<file path="config.mk">
export PLATFORM = sky130hd
export DESIGN_NAME = alu_operand_stage
export DESIGN_NICKNAME = d
export VERILOG_FILES = /design/src/rtl/mips_pkg.sv /design/src/rtl/operand_forward_mux.sv /design/src/rtl/alu_operand_stage.sv
export SDC_FILE = /design/constraint.sdc
export NUM_CORES = 1
export LEC_CHECK = 0
export BUFFER_PORTS_ARGS = -buffer_cell sky130_fd_sc_hd__buf_2
export CAP_MARGIN = 40
export CORE_MARGIN = 3
export CORE_UTILIZATION = 44
export DETAILED_ROUTE_END_ITERATION = 16
export PLACE_DENSITY_LB_ADDON = 0.1
export SETUP_SLACK_MARGIN = 0.4
export SLEW_MARGIN = 20
export SYNTH_ARGS = -nofsm -noshare
export SYNTH_HDL_FRONTEND = slang
export SYNTH_SLANG_ARGS = --single-unit
</file>
<file path="constraint.sdc">
create_clock -name clk -period 1.5 [get_ports clk]
set_input_delay 0.075 -clock clk [delete_from_list [all_inputs] [get_ports clk]]
set_output_delay 0.075 -clock clk [all_outputs]
set_load 0.01 [all_outputs]
</file>
<file path="src/rtl/mips_pkg.sv">
// mips_pkg: types, default widths and helpers shared by the ID/EX operand stage.
//   - ALU op-code constants (AND..SRL) as driven on alu_operation.
//   - Default DATA_WIDTH / REG_ADDR_WIDTH values for the stage parameters.
//   - extend_imm16(): 16-bit immediate sign/zero extension.
package mips_pkg;

    localparam int unsigned DEF_DATA_WIDTH     = 32;
    localparam int unsigned DEF_REG_ADDR_WIDTH = 5;
    localparam int unsigned OP_WIDTH           = 4;
    localparam int unsigned IMM_WIDTH          = 16;
    localparam int unsigned SHAMT_WIDTH        = 5;

    localparam logic [OP_WIDTH-1:0] ALU_AND = 4'd0;
    localparam logic [OP_WIDTH-1:0] ALU_OR  = 4'd1;
    localparam logic [OP_WIDTH-1:0] ALU_NOR = 4'd2;
    localparam logic [OP_WIDTH-1:0] ALU_ADD = 4'd3;
    localparam logic [OP_WIDTH-1:0] ALU_SUB = 4'd4;
    localparam logic [OP_WIDTH-1:0] ALU_LUI = 4'd5;
    localparam logic [OP_WIDTH-1:0] ALU_SLL = 4'd6;
    localparam logic [OP_WIDTH-1:0] ALU_SRL = 4'd7;

    // Extend a 16-bit immediate to the default data width.
    function automatic logic [DEF_DATA_WIDTH-1:0] extend_imm16(
        input logic [IMM_WIDTH-1:0] imm,
        input logic                 sext
    );
        if (sext) begin
            return {{(DEF_DATA_WIDTH-IMM_WIDTH){imm[IMM_WIDTH-1]}}, imm};
        end
        return {{(DEF_DATA_WIDTH-IMM_WIDTH){1'b0}}, imm};
    endfunction

endpackage

</file>
<file path="src/rtl/operand_forward_mux.sv">
// operand_forward_mux: selects the freshest value of one source register.
//   src_addr/src_data        registered source index and register-file data
//   exmem_* / memwb_*        downstream writers (EX/MEM has priority)
//   fwd_data_c               forwarded operand (combinational)
// Config macro: OPERAND_FORWARDING_EN. When undefined the mux passes
// src_data through and the forwarding inputs are ignored.
module operand_forward_mux
    import mips_pkg::*;
#(
    parameter int unsigned DATA_WIDTH     = DEF_DATA_WIDTH,
    parameter int unsigned REG_ADDR_WIDTH = DEF_REG_ADDR_WIDTH
) (
    input  logic [REG_ADDR_WIDTH-1:0] src_addr,
    input  logic [DATA_WIDTH-1:0]     src_data,
    input  logic                      exmem_reg_write,
    input  logic [REG_ADDR_WIDTH-1:0] exmem_rd_addr,
    input  logic [DATA_WIDTH-1:0]     exmem_result,
    input  logic                      memwb_reg_write,
    input  logic [REG_ADDR_WIDTH-1:0] memwb_rd_addr,
    input  logic [DATA_WIDTH-1:0]     memwb_result,
    output logic [DATA_WIDTH-1:0]     fwd_data_c
);

`ifdef OPERAND_FORWARDING_EN
    // $0 is hard-wired to zero, so it never takes a forwarded value.
    always_comb begin
        fwd_data_c = src_data;
        if (exmem_reg_write && (exmem_rd_addr == src_addr) && (src_addr != '0)) begin
            fwd_data_c = exmem_result;
        end else if (memwb_reg_write && (memwb_rd_addr == src_addr) && (src_addr != '0)) begin
            fwd_data_c = memwb_result;
        end
    end
`else
    // Hazards are resolved upstream by stalling; forwarding inputs are sunk.
    assign fwd_data_c = src_data;

    logic fwd_unused;
    assign fwd_unused = ^{src_addr, exmem_reg_write, exmem_rd_addr, exmem_result,
                          memwb_reg_write, memwb_rd_addr, memwb_result};
`endif

endmodule

</file>
<file path="src/rtl/alu_operand_stage.sv">
// alu_operand_stage: ID/EX pipeline register plus ALU operand resolution.
//   clk, reset (sync, active-low), stall (hold), flush (bubble)
//   id_*        decoded instruction fields from ID
//   exmem_*/memwb_*  forwarding sources
//   ex_valid, alu_operation, alu_a, alu_b, ex_rd_addr, ex_reg_write  to EX
// Config macro: OPERAND_FORWARDING_EN enables EX/MEM and MEM/WB forwarding.
// Update priority per edge: reset > flush > stall > load.
module alu_operand_stage
    import mips_pkg::*;
#(
    parameter int unsigned DATA_WIDTH     = DEF_DATA_WIDTH,
    parameter int unsigned REG_ADDR_WIDTH = DEF_REG_ADDR_WIDTH
) (
    input  logic                      clk,
    input  logic                      reset,
    input  logic                      stall,
    input  logic                      flush,
    input  logic                      id_valid,
    input  logic [OP_WIDTH-1:0]       id_alu_op,
    input  logic [DATA_WIDTH-1:0]     id_rs_data,
    input  logic [DATA_WIDTH-1:0]     id_rt_data,
    input  logic [REG_ADDR_WIDTH-1:0] id_rs_addr,
    input  logic [REG_ADDR_WIDTH-1:0] id_rt_addr,
    input  logic [REG_ADDR_WIDTH-1:0] id_rd_addr,
    input  logic [IMM_WIDTH-1:0]      id_imm16,
    input  logic [SHAMT_WIDTH-1:0]    id_shamt,
    input  logic                      id_alu_src,
    input  logic                      id_imm_sext,
    input  logic                      id_reg_write,
    input  logic                      exmem_reg_write,
    input  logic [REG_ADDR_WIDTH-1:0] exmem_rd_addr,
    input  logic [DATA_WIDTH-1:0]     exmem_result,
    input  logic                      memwb_reg_write,
    input  logic [REG_ADDR_WIDTH-1:0] memwb_rd_addr,
    input  logic [DATA_WIDTH-1:0]     memwb_result,
    output logic                      ex_valid,
    output logic [OP_WIDTH-1:0]       alu_operation,
    output logic [DATA_WIDTH-1:0]     alu_a,
    output logic [DATA_WIDTH-1:0]     alu_b,
    output logic [REG_ADDR_WIDTH-1:0] ex_rd_addr,
    output logic                      ex_reg_write
);

    logic                      valid_q,     valid_d;
    logic [OP_WIDTH-1:0]       op_q,        op_d;
    logic [DATA_WIDTH-1:0]     rs_data_q,   rs_data_d;
    logic [DATA_WIDTH-1:0]     rt_data_q,   rt_data_d;
    logic [REG_ADDR_WIDTH-1:0] rs_addr_q,   rs_addr_d;
    logic [REG_ADDR_WIDTH-1:0] rt_addr_q,   rt_addr_d;
    logic [REG_ADDR_WIDTH-1:0] rd_addr_q,   rd_addr_d;
    logic [IMM_WIDTH-1:0]      imm16_q,     imm16_d;
    logic [SHAMT_WIDTH-1:0]    shamt_q,     shamt_d;
    logic                      alu_src_q,   alu_src_d;
    logic                      imm_sext_q,  imm_sext_d;
    logic                      reg_write_q, reg_write_d;

    // Next-state: flush clears, stall holds, otherwise load from ID.
    always_comb begin
        valid_d     = valid_q;
        op_d        = op_q;
        rs_data_d   = rs_data_q;
        rt_data_d   = rt_data_q;
        rs_addr_d   = rs_addr_q;
        rt_addr_d   = rt_addr_q;
        rd_addr_d   = rd_addr_q;
        imm16_d     = imm16_q;
        shamt_d     = shamt_q;
        alu_src_d   = alu_src_q;
        imm_sext_d  = imm_sext_q;
        reg_write_d = reg_write_q;
        if (flush) begin
            valid_d     = 1'b0;
            op_d        = '0;
            rs_data_d   = '0;
            rt_data_d   = '0;
            rs_addr_d   = '0;
            rt_addr_d   = '0;
            rd_addr_d   = '0;
            imm16_d     = '0;
            shamt_d     = '0;
            alu_src_d   = 1'b0;
            imm_sext_d  = 1'b0;
            reg_write_d = 1'b0;
        end else if (!stall) begin
            // A non-valid ID slot becomes a bubble that can never write back.
            valid_d     = id_valid;
            op_d        = id_alu_op;
            rs_data_d   = id_rs_data;
            rt_data_d   = id_rt_data;
            rs_addr_d   = id_rs_addr;
            rt_addr_d   = id_rt_addr;
            rd_addr_d   = id_rd_addr;
            imm16_d     = id_imm16;
            shamt_d     = id_shamt;
            alu_src_d   = id_alu_src;
            imm_sext_d  = id_imm_sext;
            reg_write_d = id_reg_write & id_valid;
        end
    end

    // ID/EX register with synchronous active-low reset.
    always_ff @(posedge clk) begin
        if (!reset) begin
            valid_q     <= 1'b0;
            op_q        <= '0;
            rs_data_q   <= '0;
            rt_data_q   <= '0;
            rs_addr_q   <= '0;
            rt_addr_q   <= '0;
            rd_addr_q   <= '0;
            imm16_q     <= '0;
            shamt_q     <= '0;
            alu_src_q   <= 1'b0;
            imm_sext_q  <= 1'b0;
            reg_write_q <= 1'b0;
        end else begin
            valid_q     <= valid_d;
            op_q        <= op_d;
            rs_data_q   <= rs_data_d;
            rt_data_q   <= rt_data_d;
            rs_addr_q   <= rs_addr_d;
            rt_addr_q   <= rt_addr_d;
            rd_addr_q   <= rd_addr_d;
            imm16_q     <= imm16_d;
            shamt_q     <= shamt_d;
            alu_src_q   <= alu_src_d;
            imm_sext_q  <= imm_sext_d;
            reg_write_q <= reg_write_d;
        end
    end

    logic [DATA_WIDTH-1:0] rs_fwd_c;
    logic [DATA_WIDTH-1:0] rt_fwd_c;

    operand_forward_mux #(
        .DATA_WIDTH     (DATA_WIDTH),
        .REG_ADDR_WIDTH (REG_ADDR_WIDTH)
    ) u_rs_fwd (
        .src_addr        (rs_addr_q),
        .src_data        (rs_data_q),
        .exmem_reg_write (exmem_reg_write),
        .exmem_rd_addr   (exmem_rd_addr),
        .exmem_result    (exmem_result),
        .memwb_reg_write (memwb_reg_write),
        .memwb_rd_addr   (memwb_rd_addr),
        .memwb_result    (memwb_result),
        .fwd_data_c      (rs_fwd_c)
    );

    operand_forward_mux #(
        .DATA_WIDTH     (DATA_WIDTH),
        .REG_ADDR_WIDTH (REG_ADDR_WIDTH)
    ) u_rt_fwd (
        .src_addr        (rt_addr_q),
        .src_data        (rt_data_q),
        .exmem_reg_write (exmem_reg_write),
        .exmem_rd_addr   (exmem_rd_addr),
        .exmem_result    (exmem_result),
        .memwb_reg_write (memwb_reg_write),
        .memwb_rd_addr   (memwb_rd_addr),
        .memwb_result    (memwb_result),
        .fwd_data_c      (rt_fwd_c)
    );

    logic                  is_shift_c;
    logic [DATA_WIDTH-1:0] imm_ext_c;

    assign is_shift_c = (op_q == ALU_SLL) || (op_q == ALU_SRL);
    assign imm_ext_c  = DATA_WIDTH'(extend_imm16(imm16_q, imm_sext_q));

    // Operand routing: shifts take rt on A and shamt on B; LUI beats alu_src.
    always_comb begin
        alu_a = is_shift_c ? rt_fwd_c : rs_fwd_c;
        alu_b = rt_fwd_c;
        if (is_shift_c) begin
            alu_b = DATA_WIDTH'(shamt_q);
        end else if (op_q == ALU_LUI) begin
            alu_b = DATA_WIDTH'(imm16_q);
        end else if (alu_src_q) begin
            alu_b = imm_ext_c;
        end
    end

    assign ex_valid      = valid_q;
    assign alu_operation = valid_q ? op_q : '0;
    assign ex_rd_addr    = rd_addr_q;
    assign ex_reg_write  = reg_write_q & valid_q;

endmodule

</file>
==> summary.md <==
| Metric | Value |
|---|---|
| Most prevalent standard cell on the critical path | o21a_1 |
| Clock latency on the worst-skew pair | 350 ps |
| Antenna cell count | 0 |
| CTS tree | yes |
| Ratio of cells with drive above 1 in the final layout | 0.372 |
| Post-synthesis instance total | 535 |
| Required time of the critical path | 1420 ps |
| Worst-case setup margin in the final layout | -217 ps |
| Share of power burned in combinational logic | 0.188 |
| Clock Path Buffers | 2 |
| Via count of the first global-routing pass | 4,542 |
| Setup-failing EPs final | 64 |
| Worst hold path type | input port to flop |
| Post-synth cell types | 21 |
| Static Leakage | 3.80 nW |
| Buffer type at the clock tree root | clkbuf_8 |
| Sw frac | 0.273 |
| Number of fill cells | 685 |
| Total wire length after detailed routing | 15.0 mm |
| Most common cell after layout, fill and taps aside | buf_2 |
| Most area-hungry cell type in the Yosys netlist | dfxtp_1 |
| Unrepaired setup endpoints after global routing | yes |
| Total of max-cap violations | 0 |
| Sequential Area | 0.00198 mm^2 |
| Overall die area | 0.0114 mm^2 |
| Detailed Routing Iterations Pass 1 | 5 |
| Count of buffers inserted at the top-level ports | 176 |
| Overall track demand over capacity in global routing | 0.247 |
| Fraction of post-synthesis cell area in the top cell type by area | 0.438 |
| Area taken by multi-input logic gates | 0.00267 mm^2 |
| Violations in the final reports | setup timing |
| Core Area | 0.00982 mm^2 |
| Leading cell types in the layout, fill and taps excluded | buf_2 (149), nor2_1 (131), dlygate4sd3_1 (97) |
| Switching power total | 1.46 mW |
| Nets | 998 |
| Cell-by-cell listing of the critical path | and3b_2, clkbuf_16, o21a_1, o21a_1, buf_2 |
| IO Pins | 263 |
| Total of warnings raised by yosys | 0 |
| Number of vias per cell after detailed routing | 4.93 |
| Area growth from synthesis to layout | 69.2% |
| Design area | 0.00757 mm^2 |
| Worst Path Arrival | 1640 ps |
| Sequential element share of the synthesized area | 0.438 |
| Synthesis-stage register bit count | 98 |
| Hold violation count in the final report | 0 |
| Horiz. Die Dim | 107 um |
| Final worst-path cycle share | 1.14 |
| Total grt overflow | 0 |
| Reg clk slew, reported paths | 100 ps |
| Cell Area, Synth | 0.00448 mm^2 |
| Largest net degree at the start of global routing | 42 |
| Worst path bufs/invs | 2 |
| Placement Cell Area | 0.00567 mm^2 |
| Detail-routed net length per standard cell | 15.8 um |
| Global-route wire length before repair | 22.6 mm |
| Final Skew | 0 ps |
| Antenna violations before repair | 0 |
| Critical path start-end classification | flop to output pin |
| Via count of the routed design | 4,674 |
| Clock network fraction of total power | 0.296 |
| DRC errors left | 0 |
| Sequential cell fraction of total power | 0.516 |
| Main area contributors after synthesis | dfxtp_1 (44%), mux2i_1 (21%), nor2_1 (11%) |
| Number of levels in the clock H-tree | 3 |
| Crit-path leading delay family | flip-flops |
| Gp weighted congestion | 0.842 |
| First-iteration detailed-routing DRC count | 218 |
| Number of core rows | 36 |
| Mean area per synthesized cell | 8.37 um^2 |
| Outcome | finished, violations left |
| Worst-path maximum fanout | 11 |
| Post-synth net total | 723 |
| Int Power | 3.88 mW |
| Half-perimeter wire length of the detailed placement result | 8.68 mm |
| Minimum period implied by the final worst setup slack | 1720 ps |
| Count of final max-slew check failures | 0 |
| Number of buffers created by CTS | 9 |
| Initial core utilization | 0.456 |
| Min Hold Slack | 121 ps |
| Power density cells | 705 mW/mm^2 |
| Slew HR | 0.682 |
| Worst vdd ir | 0.000576 V |
| Cell with the largest stage delay on the worst path | dfxtp_4 |
| Final Power | 5.34 mW |
| Setup crit start kind | flop |
| Nature of the critical path endpoint | output pin |
| Maximum frequency from static timing analysis | 582 MHz |
| Sink Count | 98 |
| Height of the die | 107 um |
| Delay of the slowest critical-path stage | 370 ps |
| Count of nets left with antenna violations after detail routing | 0 |
| Transition time at the pin with the least slew margin | 477 ps |
final cells by class:
type / count / share of cell area
clock inverter: 7 / 0.00677
timing repair buffer: 304 / 0.341
sequential: 98 / 0.261
tap: 133 / 0.0220
clock buffer: 9 / 0.0164
multi-input combinational: 397 / 0.353
Yosys cell counts:
library cell  count
o2bb2ai_2         1
clkbuf_1         13
nor2_1          132
a22oi_1           1
nand3b_1          1
nor2b_1           6
o211ai_1          5
o21a_1           22
dfxtp_1          98
and2_1            5
a21oi_1           1
and3b_1           2
nand2_1         107
buf_4             7
o21ai_0           5
buf_6             2
nand2b_1          2
buf_1             1
mux2i_1          96
nor3b_1          11
buf_2            17
final timing paths:
path / slack, ps / depth (start not counted) / end / startpoint
max: -220 / 5 / alu_b[5] / op_q[2]
min: 120 / 4 / ex_valid / id_valid
max reg2reg: 550 / 3 / alu_src_q / alu_src_q
min reg2reg: 510 / 2 / imm16_q[14] / imm16_q[14]
flip-flops by register name (all words and copies together) (netlist names):
register / cells
rt_data_q: 32
ex_valid: 1
alu_src_q: 1
op_q: 4
imm16_q: 16
ex_rd_addr: 5
reg_write_q: 1
shamt_q: 5
rs_data_q: 32
imm_sext_q: 1
per-stage QoR:
stage | utilization | cells | TNS, ps | setup slack, ps
6_report | 0.771 | 948 | -7130 | -217
3_5_place_dp | 0.578 | 822 | 0 | 122
5_1_grt | 0.771 | 948 | -12090 | -281
3_3_place_gp | 0.578 | 822 | 0 | 147
4_1_cts | 0.723 | 943 | -6760 | -179
2_1_floorplan | - | 535 | 0 | 337
logic make-up after synthesis:
group,share of synthesized area
and+or+nand+nor,0.243
muxes,0.215
buffers and inverters,0.0475
DFF,0.438
AOI/OAI and AO/OA,0.0570
power by group through the flow:
stage	sequential [mW]	combinational, mW	clock [mW]
CTS	2.75	0.944	1.62
detailed placement	2.81	0.718	0
floorplan	2.79	0.419	0
global placement	2.80	0.707	0
finish	2.76	1.00	1.58
global route	2.77	1.09	1.72
tightest hold or removal path: cells and delay by family:
family,cells,cell delay [ps]
AO/OA/AOI/OAI,1,60
buffers and inverters,1,70
AND/OR/NAND/NOR,2,240
repair_timing:
action                                  CTS  global route
resized for setup                        48            90
gates cloned                              3             3
endpoints found under the hold margin    97             0
setup buffers                             5             2
pin swaps                                36            25
endpoints found under the setup margin   70            69
hold buffers                             97             0
routing by layer:
| metal | GRT usage | up-vias | wire length, um |
|---|---|---|---|
| met5 | 0 | - | 0 |
| met1 | 0.314 | 2194 | 6140 |
| met3 | 0.0452 | 21 | 844 |
| met4 | 0.0840 | 0 | 297 |
| li1 | - | 2288 | - |
| met2 | 0.424 | 171 | 7670 |
No activity file was read; power rests on OpenSTA's default activity.
